## src/rtl/mult_issue_scheduler.sv

```systemverilog
// Shares one multi-cycle multiplier between the two issue lanes.
// Lane 0 (older) has fixed priority. A 3-bit counter tracks the op:
// 0 = idle, 1..MULT_LATENCY-1 = busy, MULT_LATENCY = result cycle.
// The ALU is stalled one cycle ahead so the two units never write back together.
module mult_issue_scheduler #(
  parameter int DATA_WIDTH   = 32,
  parameter int TAG_WIDTH    = 5,
  parameter int MULT_LATENCY = 3
) (
  input  logic                  clock,
  input  logic                  reset,
  input  logic                  req0,
  input  logic [DATA_WIDTH-1:0] a0,
  input  logic [DATA_WIDTH-1:0] b0,
  input  logic [TAG_WIDTH-1:0]  tag0,
  input  logic                  req1,
  input  logic [DATA_WIDTH-1:0] a1,
  input  logic [DATA_WIDTH-1:0] b1,
  input  logic [TAG_WIDTH-1:0]  tag1,
  input  logic                  flush,
  output logic                  stall_lane0,
  output logic                  stall_lane1,
  output logic                  stall_ALU,
  output logic                  result_valid,
  output logic [DATA_WIDTH-1:0] result,
  output logic [TAG_WIDTH-1:0]  result_tag,
  output logic                  busy
);

  localparam logic [2:0] CNT_IDLE = 3'd0;
  localparam logic [2:0] CNT_LAST = 3'(MULT_LATENCY - 1);
  localparam logic [2:0] CNT_DONE = 3'(MULT_LATENCY);

  logic [2:0]            count;
  logic [2:0]            count_nxt;
  logic                  flush_pending;
  logic                  flush_pending_nxt;
  logic [DATA_WIDTH-1:0] op_a;
  logic [DATA_WIDTH-1:0] op_b;
  logic [TAG_WIDTH-1:0]  op_tag;
  logic [DATA_WIDTH-1:0] product;
  logic                  slot_free;
  logic                  in_flight;
  logic                  accept;

  // Slot availability, lane arbitration, stalls and status outputs.
  always_comb begin
    slot_free    = (count == CNT_IDLE) || (count == CNT_DONE);
    in_flight    = (count != CNT_IDLE) && (count != CNT_DONE);
    accept       = (req0 | req1) & ~flush & slot_free;
    // A flush drops this cycle's requests, so nothing is told to hold.
    stall_lane0  = reset & ~flush & req0 & ~accept;
    stall_lane1  = reset & ~flush & req1 & (req0 | ~accept);
    stall_ALU    = (count == CNT_LAST) & ~flush_pending;
    result_valid = (count == CNT_DONE) & ~flush_pending;
    busy         = in_flight;
    product      = op_a * op_b;
  end

  // Counter and flush bookkeeping for the next cycle.
  always_comb begin
    // NOTE: every signal gets a default before any branch so no latch is inferred.
    count_nxt         = count;
    flush_pending_nxt = flush_pending;
    if (accept) begin
      count_nxt         = 3'd1;
      flush_pending_nxt = 1'b0;
    end else if (count == CNT_DONE) begin
      count_nxt         = CNT_IDLE;
      flush_pending_nxt = 1'b0;
    end else if (in_flight) begin
      count_nxt = count + 3'd1;
      if (flush) flush_pending_nxt = 1'b1;
    end
  end

  // Control state and the result register, synchronously reset.
  always_ff @(posedge clock) begin
    // NOTE: sequential state uses non-blocking assignments so every flop samples pre-edge values.
    if (!reset) begin
      count         <= CNT_IDLE;
      flush_pending <= 1'b0;
      result        <= '0;
      result_tag    <= '0;
    end else begin
      count         <= count_nxt;
      flush_pending <= flush_pending_nxt;
      // Capture only completions that will actually be reported.
      if ((count == CNT_LAST) && !flush_pending_nxt) begin
        result     <= product;
        result_tag <= op_tag;
      end
    end
  end

  // Operand latch for the winning lane.
  always_ff @(posedge clock) begin
    // NOTE: pure datapath registers are not reset; they are always written on accept before use.
    if (accept) begin
      op_a   <= req0 ? a0 : a1;
      op_b   <= req0 ? b0 : b1;
      op_tag <= req0 ? tag0 : tag1;
    end
  end

endmodule

```

## config.mk

```make
export PLATFORM = sky130hd
export DESIGN_NAME = mult_issue_scheduler
export DESIGN_NICKNAME = d
export VERILOG_FILES = /design/src/rtl/mult_issue_scheduler.sv
export SDC_FILE = /design/constraint.sdc
export NUM_CORES = 1
export LEC_CHECK = 0
export BUFFER_PORTS_ARGS = -buffer_cell sky130_fd_sc_hd__buf_2
export CAP_MARGIN = 30
export CORE_MARGIN = 10
export CORE_UTILIZATION = 42
export DETAILED_ROUTE_END_ITERATION = 10
export GPL_TIMING_DRIVEN = 0
export PLACE_DENSITY = 0.66
export RECOVER_POWER = 25
export SYNTH_ARGS = -nofsm -noshare
export SYNTH_HDL_FRONTEND = slang
export SYNTH_SLANG_ARGS = --single-unit
```

## constraint.sdc

```tcl
create_clock -name clock -period 7.2 [get_ports clock]
set_input_delay 1.08 -clock clock [delete_from_list [all_inputs] [get_ports clock]]
set_output_delay 1.08 -clock clock [all_outputs]
set_load 0.01 [all_outputs]
```

==> implementation parameters, run 1 <==
Parameter                              Value

Outcome
  Run status    finished with violations
  Violated checks    max-capacitance violations, max-slew violations

Floorplanning
  Floorplan row count    80
  Core area    47700 µm²
  Overall die height    240 µm
  Die X-Extent    240 µm
  Top Ports    between 150 and 200
  Area enclosed by the die boundary    57400 µm²
  Starting Density    42.5%

Synth
  Synth Warn #    0
  Library cell with the largest summed area after synthesis    fa_1
  Most common cell in the netlist    fa_1
  Sequential fraction of the synthesis area    14.3%
  Cell types occupying the most area after synthesis    fa_1 40%, edfxtp_1 10%, and2_1 10%
  Summed instance area of the synthesized netlist    20300 µm²
  Distinct cells, synth    55
  Adder-cell share of the synthesized area    about half
  Compound-Gate Fraction of Synth Area    4.01%
  Synthesized instance count    ~2100
  Syn_area_per_cell    9.73 µm²
  Most frequently used flop master after synthesis    edfxtp_1
  Post-synthesis mux area share    under 10%
  Yosys top cell area share    around 40%
  Total of flip-flops plus latches after synthesis    110
  Post-synth EDFFs    69
  Most common library cells after synthesis    408 x fa_1, 389 x inv_1, 328 x and2_1
  Largest family of logic cells by synthesized area    adder cells
  Post-Synth Simple-Gate Area    16.9%
  Post-synthesis net count    2762
  Async set or reset register ratio after synthesis    0%
  Synthesized-area fraction occupied by xor and xnor cells    3.59%

Drt
  Total routed wirelength    64.0 mm
  Number of vias per cell    ~5.2
  Number of DRC violations after detailed-routing iteration 0    1138
  Number of search-and-repair iterations in the first detailed-routing pass    6
  Remaining antenna violation count after routing    0
  Overall via count from detail_route    15600
  Routed len/inst    21.4 µm
  Number of remaining DRC errors    0

Global routing
  Wire length of the first global-routing pass    slightly below 100 mm
  Pin count of the biggest net entering global routing    37
  Vias in the first global route    about 17000
  Total congestion overflow    0
  Global-route usage over all layers    22.3%
  Initial antenna violation count    1

STA
  Setup repair after global routing missed its margin    yes
  Post-Route Setup TNS    0 ps
  Final Hold Vio Count    0
  Min Clock Period, post-route    7110 ps
  Final setup fails    0
  Slew Limit Headroom    -23.7%
  Achievable frequency    141 MHz
  Clock skew    11.2 ps
  Worst Tran Pin Value    about 1900 ps
  Post-route clock period utilization    a little over nine tenths
  Final number of max-transition violations    34

Worst setup path
  Req. time, crit path    between 7000 and 8000 ps
  Slowest cell on crit path    fa_2
  Depth of the worst register-to-register path    22
  Endpoint of the worst-slack reg-to-reg timing path    result[31]
  FF-to-FF Start    op_b[2]
  Startpoint type of the worst setup path    flop
  Category of the critical setup timing path    flop to flop
  Slack of the worst reg-to-reg path    90 ps
  Worst endpoint data arrival time    around 7400 ps
  Chain of cells forming the critical path    clkbuf_8 -> buf_8 -> and2_4 -> fa_1 -> inv_1 -> fa_1 -> fa_2 -> fa_1 -> inv_1 -> fa_1 -> fa_2 -> fa_2 -> fa_2 -> ha_4 -> nand4_1 -> or3_4 -> a211o_1 -> o211ai_2 -> nand4_1 -> nand3b_1 -> xnor2_2 -> a211oi_2
  Worst Setup End Kind    flop
  Delay of the slowest critical-path stage    570 ps
  CP Max Fanout    10

Hold path
  Depth of the worst hold-timing path    2
  Hold/Removal Path Class    flop to flop
  Endpoint of the worst hold-timing path    result[2]
  Hold Path Origin    result[2]

Layout
  Layout cell share with drive strength beyond 1    about 20%
  Area added between synthesis and finish    16.6%
  # nets final    3047

Clock network
  Clock tree from TritonCTS    built
  Library cell used as clock root buffer    clkbuf_16
  Clock insertion delay at the later pin of the skew report    ~390 ps
  Bufs on Longest Clock Path    2
  Clock input transition at the sequential cells of the worst setup and hold paths    80 ps
  Sink count of the clock tree    110
  H-tree depth reported by CTS    3
  Number of buffers created by CTS    9

Placement
  Post-detailed-placement half-perimeter wirelength    between 50 and 60 mm
  Port-buffer cells    183
  Final estimated routing congestion in global placement    between 0.9 and 1

Run
  Count of maximum capacitance violations    1
sequential cells by signal, indices dropped and copies added, names as in the netlist:
signal / flops
op_a: 32
op_b: 32
count: 3
op_tag: 5
flush_pending: 1
result_tag: 5
result: 32
logic make-up after synthesis:
| family | count (synthesis) |
|---|---|
| simple gates | 662 |
| fa+ha+maj | 535 |
| buf+inv | 498 |
| compound gates | 126 |
| flops | 110 |
| xor+xnor | 83 |
| mux | 70 |
timing repair:
| item | CTS | global route |
|---|---|---|
| endpoints found under the hold margin | 0 | 0 |
| setup endpoints to repair | 15 | 9 |
| cloned | 0 | 2 |
| resized for setup | 83 | 221 |
| setup buffers | 25 | 77 |
| hold buffers | 0 | 0 |
| pin swaps | 9 | 95 |
worst max-delay path: cells and delay by family (launching register included):
family | cells | cell delay (ps)
compound gates | 3 | 540
buf+inv | 4 | 430
fa+ha+maj | 9 | 4420
xor+xnor | 1 | 130
simple gates | 5 | 1000
flops | 1 | 450
per-stage QoR:
stage	util (%)	hold WS [ps]	std cells	worst slack (ps)	cell area, µm²
after floorplan	-	471	2084	368	20300
after global placement	46.0	441	2882	-1230	22000
after detailed placement	46.2	447	2887	-1060	22000
after CTS	47.4	458	2916	-15.6	22700
after global routing	49.5	478	2989	-89.0	23600
final	49.5	460	2990	89.3	23600
layout make-up:
class | instances | area, µm²
inverter | 389 | 1460
clock inverter | 5 | 42.5
sequential | 110 | 2890
timing repair buffer | 292 | 1750
multi-input combinational | 1476 | 15800
fill | 4411 | 24100
clock buffer | 11 | 233
antenna | 1 | 2.50
buffer | 91 | 631
tap | 615 | 769
how the worst max path moves through the flow:
stage,start,to,slack (ps),cells after the start
finish,op_b[2],result[31],90,22
global route,op_b[2],result[31],-90,23
CTS,op_a[6],result[29],-20,23
detailed placement,op_a[4],result[28],-1060,23
global placement,op_a[3],result[28],-1230,23
floorplan,op_b[2],result[28],370,22
layout by cell type (no fill, tap or decap), types with 8 or more instances in the layout:
master	synthesis	routed
fa_1	408	383
a21oi_1	50	43
a21o_1	13	13
o21bai_1	9	9
buf_4	0	97
clkbuf_4	0	10
buf_2	2	156
edfxtp_1	69	69
o21ai_0	17	16
xnor2_1	66	63
nand2_1	257	255
dfxtp_1	41	41
nand4_1	9	9
clkbuf_16	0	9
and2_1	328	322
buf_6	0	35
inv_1	389	383
ha_4	0	8
clkbuf_2	0	10
xor2_1	17	17
clkbuf_1	102	67
nor2_1	28	27
ha_1	127	116
fa_2	0	25
nand3_1	16	16
mux2_2	69	69
per-layer routing:
layer	global-route usage (%)	routed length, µm	up-vias
met2	35.6	29900	691
li1	-	-	6841
met4	10.5	2900	0
met3	6.01	5750	120
met1	27.7	25500	7983
met5	0	0	-
Power of run 1 is left out: the tool's default activity adds up to more than one toggle a clock period on the data nets, which glitch-free logic cannot reach.
==> inputs of run 2 (changes only) <==
--- a/config.mk
+++ b/config.mk
@@ -11,7 +11,6 @@
 export CORE_UTILIZATION = 42
 export DETAILED_ROUTE_END_ITERATION = 10
 export GPL_TIMING_DRIVEN = 0
-export PLACE_DENSITY = 0.66
 export RECOVER_POWER = 25
 export SYNTH_ARGS = -nofsm -noshare
 export SYNTH_HDL_FRONTEND = slang
==> run 2 against run 1 <==
The run now ends clean. Sequential share of layout area increased by 0.080 points. Worst hold slack lost 5.9 ps. Routed wire length rose by 1.1%. Non-clock buffer count is 19 lower. Clock-buffer cell count is 1 lower. Global-route usage is 0.54 points higher. Critical path depth unchanged. Worst setup slack worse by 52 ps. Highest routed layer unchanged.
==> implementation parameters, run 2 (same netlist as run 1, synthesis figures left out) <==
Parameter                              Value

STA
  Achievable frequency    140 MHz
  Clock skew    11.9 ps
  Min Clock Period, post-route    7160 ps
  Worst Tran Pin Value    947 ps
  Worst Setup Slack, final    37.6 ps
  Setup repair after global routing missed its margin    yes
  Final number of max-transition violations    0
  Final setup fails    0
  Final Hold Vio Count    0
  Post-Route Setup TNS    0 ps
  Post-route clock period utilization    99.5%
  Slew Limit Headroom    36.9%

Global routing
  Global-route usage over all layers    22.9%
  Vias in the first global route    16100
  Initial antenna violation count    3
  Total congestion overflow    0
  Pin count of the biggest net entering global routing    38
  Wire length of the first global-routing pass    97.0 mm

Placement
  Post-detailed-placement half-perimeter wirelength    about 53 mm
  Dpl cells    around 2900
  Final estimated routing congestion in global placement    0.983
  Placement Setup Slack    -1070 ps
  Port-buffer cells    183

Outcome
  Run status    finished clean

Clock network
  Number of buffers created by CTS    9
  H-tree depth reported by CTS    3
  Library cell used as clock root buffer    clkbuf_16
  Sink count of the clock tree    110
  Clock input transition at the sequential cells of the worst setup and hold paths    80 ps
  Clock tree from TritonCTS    built
  Clock insertion delay at the later pin of the skew report    390 ps
  Bufs on Longest Clock Path    2

Layout
  Antenna diode count    0
  Layout cell share with drive strength beyond 1    between 10% and 20%
  Area added between synthesis and finish    15.8%
  Largest registers ranked by flip-flop count    op_a x32, op_b x32, result x32
  Leading cell types in the layout, fill and taps excluded    386 x inv_1, 386 x fa_1, 323 x and2_1, 255 x nand2_1, 152 x buf_2
  # nets final    3028
  Final non-filler cell total    2970

Worst setup path
  FF-to-FF Start    op_b[7]
  Req. time, crit path    around 7500 ps
  Category of the critical setup timing path    flop to flop
  CP Max Fanout    5
  Slack of the worst reg-to-reg path    about 38 ps
  Startpoint type of the worst setup path    flop
  Worst Setup End Kind    flop
  Depth of the worst register-to-register path    22
  Worst endpoint data arrival time    about 7400 ps
  Endpoint of the worst-slack reg-to-reg timing path    result[31]
  CP Launch Point    op_b[7]

Drt
  Number of search-and-repair iterations in the first detailed-routing pass    7
  Number of DRC violations after detailed-routing iteration 0    920
  Number of remaining DRC errors    0
  Number of vias per cell    5.10
  Overall via count from detail_route    15200
  Total routed wirelength    64.7 mm
  Remaining antenna violation count after routing    0
  Routed len/inst    between 20 and 25 µm

Hold path
  Hold/Removal Path Class    flop to flop
  Depth of the worst hold-timing path    2
  Hold Path Origin    result[12]
  Endpoint of the worst hold-timing path    result[12]

Floorplanning
  Top Ports    185
  Core area    47700 µm²
  Die X-Extent    240 µm
  Starting Density    42.5%
  Overall die height    240 µm
  Area enclosed by the die boundary    57400 µm²
  Floorplan row count    80

Run
  Count of maximum capacitance violations    0
==> run 2: cell count changes in the layout (fill, tap and decap cells not counted), moves of 4 or more <==
cell,previous run,this run
buf_4,97,80
buf_6,35,22
buf_2,156,152
clkbuf_2,10,22
==> run 2: worst max-delay path, stage by stage (launching register included) <==
cell,delay (ps)
edfxtp_1,540
buf_6,190
buf_4,140
and2_4,140
fa_2,540
fa_2,450
fa_1,530
inv_2,40
fa_1,520
inv_1,50
fa_1,490
fa_2,450
fa_2,570
fa_2,490
ha_4,330
nand4_1,110
or3_4,430
a211o_1,350
o211ai_2,140
nand4_1,140
nand3b_1,150
xnor2_1,150
a211oi_2,90
==> run 2: metrics by stage <==
| step | util (%) | area [µm²] | hold slack [ps] |
|---|---|---|---|
| 5_1_grt | 49.2 | 23500 | 473 |
| 3_5_place_dp | 46.2 | 22100 | 443 |
| 2_1_floorplan | - | 20300 | 471 |
| 4_1_cts | 47.9 | 22900 | 456 |
| 6_report | 49.2 | 23500 | 455 |
| 3_3_place_gp | 46.0 | 22000 | 441 |
==> run 2: worst max-delay path by stage <==
stage | to | slack [ps]
floorplan | result[28] | 370
global placement | result[28] | -1290
detailed placement | result[28] | -1070
CTS | result[31] | 3
global route | result[31] | -110
finish | result[31] | 40
==> run 2: layer usage <==
metal	up-vias	GRT usage (%)	wire length, µm
li1	6801	-	-
met1	7714	29.8	27000
met2	554	36.0	29600
met3	87	5.64	5530
met4	0	8.89	2530
met5	-	0	0
==> run 2: final cells by class <==
type | instances | area (µm²)
buffer | 95 | 594
clock buffer | 10 | 250
clock inverter | 6 | 73.8
fill | 4444 | 24300
inverter | 389 | 1460
multi-input combinational | 1476 | 15800
sequential | 110 | 2890
tap | 615 | 769
timing repair buffer | 269 | 1600
==> run 2: what timing repair did <==
| action | in CTS | in global routing |
|---|---|---|
| gates cloned | 0 | 0 |
| hold buffers | 0 | 0 |
| buffers inserted | 37 | 41 |
| pin swaps | 14 | 57 |
| setup endpoints to repair | 14 | 8 |
| resized for setup | 100 | 140 |
Power of run 2 is left out for the same reason.
